$ cat config.mk
export PLATFORM = sky130hd
export DESIGN_NAME = bcd_scan_driver
export DESIGN_NICKNAME = d
export VERILOG_FILES = /design/src/rtl/bcd_scan_driver.sv
export SDC_FILE = /design/constraint.sdc
export NUM_CORES = 1
export LEC_CHECK = 0
export ABC_AREA = 1
export ABC_CLOCK_PERIOD_IN_PS = 1500
export CORE_ASPECT_RATIO = 1.2
export CORE_MARGIN = 4
export CORE_UTILIZATION = 50
export DETAILED_ROUTE_END_ITERATION = 6
export GPL_TIMING_DRIVEN = 1
export PLACE_DENSITY = 0.75
export SYNTH_ARGS = -nofsm -noshare
export SYNTH_HDL_FRONTEND = slang
export SYNTH_SLANG_ARGS = --single-unit
$ cat constraint.sdc
create_clock -name clk -period 1.5 [get_ports clk]
set_input_delay 0.15 -clock clk [delete_from_list [all_inputs] [get_ports clk]]
set_output_delay 0.15 -clock clk [all_outputs]
set_load 0.02 [all_outputs]
$ cat src/rtl/bcd_scan_driver.sv
// bcd_scan_driver
//   Multi-digit BCD event counter with a time-multiplexed scan driver for
//   the HC_4511 BCD-to-7-segment decoder. After reset it runs a lamp test.
//   It then scans the digits in turn onto one shared 4511 input bus. Between
//   two digits it inserts a single blanked cycle so that the old digit does
//   not ghost onto the next common.
//
// Parameters
//   DIGITS            number of BCD digits counted and scanned (1..8)
//   SCAN_DIV          clock cycles each digit is shown (>=2)
//   LAMP_TEST_CYCLES  cycles lt_n is held low after reset (>=1)
//
// Ports
//   clk        system clock, rising edge
//   rst        asynchronous reset, active-high
//   en         count enable
//   inc        increment request, sampled each cycle
//   clr        synchronous counter clear (priority over inc)
//   hold       freeze displayed value; the counter keeps running
//   count_bcd  live counter, digit 0 in bits [3:0]
//   carry_out  one-cycle pulse on full-scale wrap
//   bcd_a      BCD digit to decoder A[3:0]
//   le         decoder latch enable, fixed 0 (transparent)
//   bi_n       decoder blanking, active-low
//   lt_n       decoder lamp test, active-low
//   digit_sel  digit common select, active-low one-hot
//
// Build option
//   LEADING_ZERO_BLANK_EN  when defined, leading zero digits are blanked
//                          during their SHOW interval (digit 0 never is)

module bcd_scan_driver #(
    parameter int unsigned DIGITS           = 4,
    parameter int unsigned SCAN_DIV         = 1000,
    parameter int unsigned LAMP_TEST_CYCLES = 16
) (
    input  logic                  clk,
    input  logic                  rst,
    input  logic                  en,
    input  logic                  inc,
    input  logic                  clr,
    input  logic                  hold,
    output logic [4*DIGITS-1:0]   count_bcd,
    output logic                  carry_out,
    output logic [3:0]            bcd_a,
    output logic                  le,
    output logic                  bi_n,
    output logic                  lt_n,
    output logic [DIGITS-1:0]     digit_sel
);

    localparam int unsigned IW   = (DIGITS > 1) ? $clog2(DIGITS) : 1;
    localparam int unsigned TMAX = (SCAN_DIV > LAMP_TEST_CYCLES) ? SCAN_DIV : LAMP_TEST_CYCLES;
    localparam int unsigned TW   = $clog2(TMAX + 1);

    typedef enum logic [1:0] {
        LAMP,
        BLANK,
        SHOW
    } state_t;

    state_t               state, state_next;
    logic [TW-1:0]        timer, timer_next;
    logic [IW-1:0]        idx, idx_next;
    logic [4*DIGITS-1:0]  disp;
    logic                 hold_q;

    logic [4*DIGITS-1:0]  count_next;
    logic                 carry_next;
    logic                 c;

    logic [3:0]           a_next;
    logic                 bi_next;
    logic                 lt_next;
    logic [DIGITS-1:0]    sel_next;

`ifdef LEADING_ZERO_BLANK_EN
    logic                 lzb, lzb_next;
`endif

    // Select one BCD digit out of the packed display vector.
    function automatic logic [3:0] digit_of(input logic [4*DIGITS-1:0] v,
                                            input logic [IW-1:0] i);
        logic [3:0] r;
        r = 4'd0;
        for (int unsigned d = 0; d < DIGITS; d++) begin
            if (IW'(d) == i) r = v[4*d +: 4];
        end
        return r;
    endfunction

`ifdef LEADING_ZERO_BLANK_EN
    // True when digit i and every higher digit are zero; digit 0 never qualifies.
    function automatic logic lead_zero(input logic [4*DIGITS-1:0] v,
                                       input logic [IW-1:0] i);
        logic z;
        z = (i != '0);
        for (int unsigned d = 0; d < DIGITS; d++) begin
            if ((IW'(d) >= i) && (v[4*d +: 4] != 4'd0)) z = 1'b0;
        end
        return z;
    endfunction
`endif

    // ---------------------------------------------------------------
    // BCD counter next value
    // ---------------------------------------------------------------
    always_comb begin
        count_next = count_bcd;
        carry_next = 1'b0;
        c          = 1'b1;
        if (clr) begin
            count_next = '0;
        end else if (en && inc) begin
            for (int unsigned d = 0; d < DIGITS; d++) begin
                if (c) begin
                    if (count_bcd[4*d +: 4] == 4'd9) begin
                        count_next[4*d +: 4] = 4'd0;
                    end else begin
                        count_next[4*d +: 4] = count_bcd[4*d +: 4] + 4'd1;
                        c = 1'b0;
                    end
                end
            end
            // Carry still set means every digit rolled over from 9.
            carry_next = c;
        end
    end

    // ---------------------------------------------------------------
    // Scan FSM next state and next (registered) decoder outputs
    // ---------------------------------------------------------------
    always_comb begin
        state_next = state;
        timer_next = timer + TW'(1);
        idx_next   = idx;
        a_next     = bcd_a;
        bi_next    = bi_n;
        lt_next    = lt_n;
        sel_next   = digit_sel;
`ifdef LEADING_ZERO_BLANK_EN
        lzb_next   = lzb;
`endif
        case (state)
            LAMP: begin
                if (timer == TW'(LAMP_TEST_CYCLES - 1)) begin
                    state_next = BLANK;
                    timer_next = '0;
                    idx_next   = '0;
                end
            end
            BLANK: begin
                state_next = SHOW;
                timer_next = '0;
                lt_next    = 1'b1;
`ifdef LEADING_ZERO_BLANK_EN
                bi_next    = ~lzb;
`else
                bi_next    = 1'b1;
`endif
                for (int unsigned d = 0; d < DIGITS; d++) begin
                    sel_next[d] = (IW'(d) != idx);
                end
            end
            SHOW: begin
                if (timer == TW'(SCAN_DIV - 1)) begin
                    state_next = BLANK;
                    timer_next = '0;
                    idx_next   = (idx == IW'(DIGITS - 1)) ? '0 : idx + IW'(1);
                end
            end
            default: begin
                state_next = LAMP;
                timer_next = '0;
            end
        endcase

        // Outputs are registered, so the BLANK-cycle values (including the
        // digit that SHOW will display) are loaded on the edge entering BLANK.
        if (state != BLANK && state_next == BLANK) begin
            bi_next  = 1'b0;
            lt_next  = 1'b1;
            sel_next = '1;
            a_next   = digit_of(disp, idx_next);
`ifdef LEADING_ZERO_BLANK_EN
            lzb_next = lead_zero(disp, idx_next);
`endif
        end
    end

    // ---------------------------------------------------------------
    // Registers
    // ---------------------------------------------------------------
    always_ff @(posedge clk or posedge rst) begin
        if (rst) begin
            count_bcd <= '0;
            carry_out <= 1'b0;
            disp      <= '0;
            hold_q    <= 1'b0;
            state     <= LAMP;
            timer     <= '0;
            idx       <= '0;
            bcd_a     <= 4'd0;
            le        <= 1'b0;
            bi_n      <= 1'b1;
            lt_n      <= 1'b0;
            digit_sel <= '0;
`ifdef LEADING_ZERO_BLANK_EN
            lzb       <= 1'b0;
`endif
        end else begin
            count_bcd <= count_next;
            carry_out <= carry_next;
            hold_q    <= hold;
            // Capture on the first cycle hold is high, then stay frozen.
            if (!hold || !hold_q) disp <= count_bcd;
            state     <= state_next;
            timer     <= timer_next;
            idx       <= idx_next;
            bcd_a     <= a_next;
            le        <= 1'b0;
            bi_n      <= bi_next;
            lt_n      <= lt_next;
            digit_sel <= sel_next;
`ifdef LEADING_ZERO_BLANK_EN
            lzb       <= lzb_next;
`endif
        end
    end

endmodule

==> summary.txt <==
Status
  – Outcome: complete, but fails checks
  – Failing checks: setup timing

Logic synthesis
  – Compound-Gate Fraction of Synth Area: 11.1%
  – Synth Net Count: 353
  – YS warnings: 0
  – Largest area contributor in the netlist: dfrtp_1
  – Netlist Area Pre-Place: 2870 um^2
  – Synth Area per Inst: 8.60 um^2
  – XOR/XNOR Fraction of Synth Area: 0.305%
  – Post-synth EDFFs: 0
  – Most area-consuming cells after synthesis: dfrtp_1, nand2_1, inv_1
  – Largest family of logic cells by synthesized area: simple AND/OR/NAND/NOR gates
  – Mux contribution to synthesized area: 1.18%
  – Post-synth top cells: dfrtp_1, nand2_1, inv_1
  – Primary FF master, synth: dfrtp_1
  – Adder-cell share of the synthesized area: 5.66%
  – Yosys cell types: 35
  – FF+latch count, synth: 58
  – Most numerous cell in the Yosys netlist: dfrtp_1
  – Synth Area in Simple Gates: 23.6%
  – Post-synth ARST share: 100%
  – Synth Instances: 334
  – Sequential area share after synthesis: 50.5%
  – Synth top area share: 49.6%

Clock network
  – Clock buffer depth: 2
  – Clk_lat worst skew: 340 ps
  – Post-CTS Hold Fix Bufs: 0
  – CTS Sinks: 58
  – CTS tree: built
  – Reg clk slew, reported paths: 70 ps
  – Root Buffer Master: clkbuf_8
  – H-tree depth: 3
  – TritonCTS buffer count: 9

Critical path
  – Setup CP Type: register to register
  – CP Max Fanout: 6
  – Worst setup EP type: register
  – WP data arrival: 1970 ps
  – Worst Path Required: 1770 ps
  – CP startpoint kind: register
  – Register-to-register setup slack: -200 ps

Timing
  – Tmin final: 1700 ps
  – Count of final hold-check violations: 0
  – Period utilization: 113%
  – Clock skew: 8.88 ps
  – Final Slew Violations: 0
  – Min setup slack post-route: -196 ps
  – Setup violations, final: 25
  – RSZ-0062 raised after global routing: yes
  – FMAX: 0.590 GHz

Placed design
  – Cell Area, Placed: 3760 um^2
  – DP HPWL: 5060 um
  – Port Buffer Count: 32
  – GPL Wtd Cong: 0.883

Die
  – Die width: 77.2 um
  – Initial Utilization: 51.0%
  – DIE HEIGHT: 91.1 um
  – Standard-cell row count: 30
  – IO Pins: 34
  – Core area: 5630 um^2
  – Die area: 7030 um^2

Routing
  – DR vias: 2727
  – Via density: 5.22
  – Wire per inst: 15.7 um
  – Detail Route Antenna Nets: 0
  – Drt first pass iters: 4
  – Post-route DRC: 0
  – Drt total wl: 8190 um
  – DRT iter0 DRCs: 108

Pwr
  – Max IR drop VDD: 0.793 mV
  – P_sw: 1.28 mW
  – Power share of the combinational group: 20.7%
  – Pwr Density: 986 nW/um^2
  – Internal power: 3.16 mW
  – Clk pwr share: 37.3%
  – Switching Fraction: 28.9%
  – Pleak: 2.26 nW
  – Seq pwr share: 42.0%

Finish
  – N_diodes: 0
  – Layout Utilization: 79.9%
  – Total Nets Final: 472
  – Layout area overhead: 56.6%
  – Final Cell Area: 4500 um^2
  – Layout cells sized above 1: 40.0%

Hold path
  – HP Class: input port to async pin

GRT
  – Global route overflow: 0
  – First-pass GRT wire length: 12500 um
  – Vias in the first global route: 2836
  – Antenna violations before repair: 0
  – Largest net degree at the start of global routing: 33
  – Gr usage total: 22.4%

Run
  – Maxcap violations: 0
-- flip-flops by register name, summed over array words and instances (netlist names) --
signal     count
lt_n           1
timer         10
digit_sel      4
bi_n           1
count_bcd     16
disp          16
state          2
hold_q         1
carry_out      1
bcd_a          4
idx            2
-- per-stage QoR --
| step | instances | TNS, ps | total power, mW | hold slack, ps | worst slack, ps |
|---|---|---|---|---|---|
| finish | 522 | -2180 | 4.44 | 99.3 | -196 |
| global route | 522 | -4380 | 4.65 | 111 | -266 |
| CTS | 510 | -887 | 4.38 | 93.4 | -123 |
| detailed placement | 482 | -1690 | 2.74 | 462 | -186 |
| global placement | 482 | -927 | 2.71 | 454 | -128 |
| floorplan | 334 | -505 | 2.30 | 181 | -166 |
-- worst max-delay path: stages, from the launching register on --
cell and delay (ps):
dfrtp_2 410, inv_2 80, ha_4 150, nand3_4 90
nand2_4 80, nand2_4 50, a21oi_4 170, nand2_4 120
inv_6 100, nand2_2 70, a22oi_2 140, o21a_1 160
-- routing by layer --
layer,vias to the layer above,GRT usage [%],wire length [um],part of all wire [%]
met2,64,41.6,4670,57
li1,1317,-,-,-
met3,15,5.16,254,3.1
met4,0,10.7,165,2.0
met5,-,0,0,0
met1,1331,23.4,3110,38
-- cell usage in the layout, fill, tap and decap left out, drive strengths merged, types with 4 or more instances in the layout --
cell type      synthesis  final
a21oi                 19     20
nand4                  4      4
o21ai                 20     20
dlygate4sd2            0     16
dlymetal6s2s           0      6
nand2                 65     65
clkbuf                 3     12
nor2                  41     41
nor3                   7      7
buf                    2     80
clkdlybuf4s50          0     10
dfrtp                 57     57
nand3                 28     28
inv                   49     49
ha                    13     13
-- path summary, 6_finish.rpt --
path | startpoint | end | cells after the start
worst max-delay path | count_bcd[1]$_DFFE_PP0P_ | count_bcd[14]$_DFFE_PP0P_ | 11
worst min-delay path | rst | count_bcd[10]$_DFFE_PP0P_ | 2
worst max register to register | count_bcd[1]$_DFFE_PP0P_ | count_bcd[14]$_DFFE_PP0P_ | 11
worst min register to register | digit_sel[2]$_DFFE_PP0P_ | digit_sel[2]$_DFFE_PP0P_ | 2
max in group asynchronous | rst | count_bcd[0]$_DFFE_PP0P_ | 3
min in group clk | hold | hold_q$_DFF_PP0_ | 1
-- kinds of logic after synthesis --
group,count (synthesis)
buffers and inverters,55
other,1
xor gates and xnor gates,1
DFF,58
muxes,3
adders and majority gates,13
and+or+nand+nor,150
AOI/OAI and AO/OA,53
-- repair_timing --
item                       in CTS  in global routing
hold endpoints to repair        0                  0
gates cloned                    1                  0
setup endpoints to repair      36                 34
resized for setup              51                 69
pin swaps                       9                 17
buffers inserted               11                 15
-- power by group through the flow --
stage	sequential, mW	clock (mW)	combinational, mW
after floorplan	1.99	0	0.314
after global placement	1.88	0	0.824
after detailed placement	1.89	0	0.849
after CTS	1.86	1.68	0.844
after global routing	1.89	1.76	1.00
final	1.87	1.66	0.917
-- area by class of cell --
type	count	area, um^2
tap	64	80.1
multi-input combinational	222	1530
clock buffer	12	155
sequential	58	1460
inverter	50	206
fill	352	1130
timing repair buffer	112	995
clock inverter	4	73.8
(Power assumes the default switching activity.)
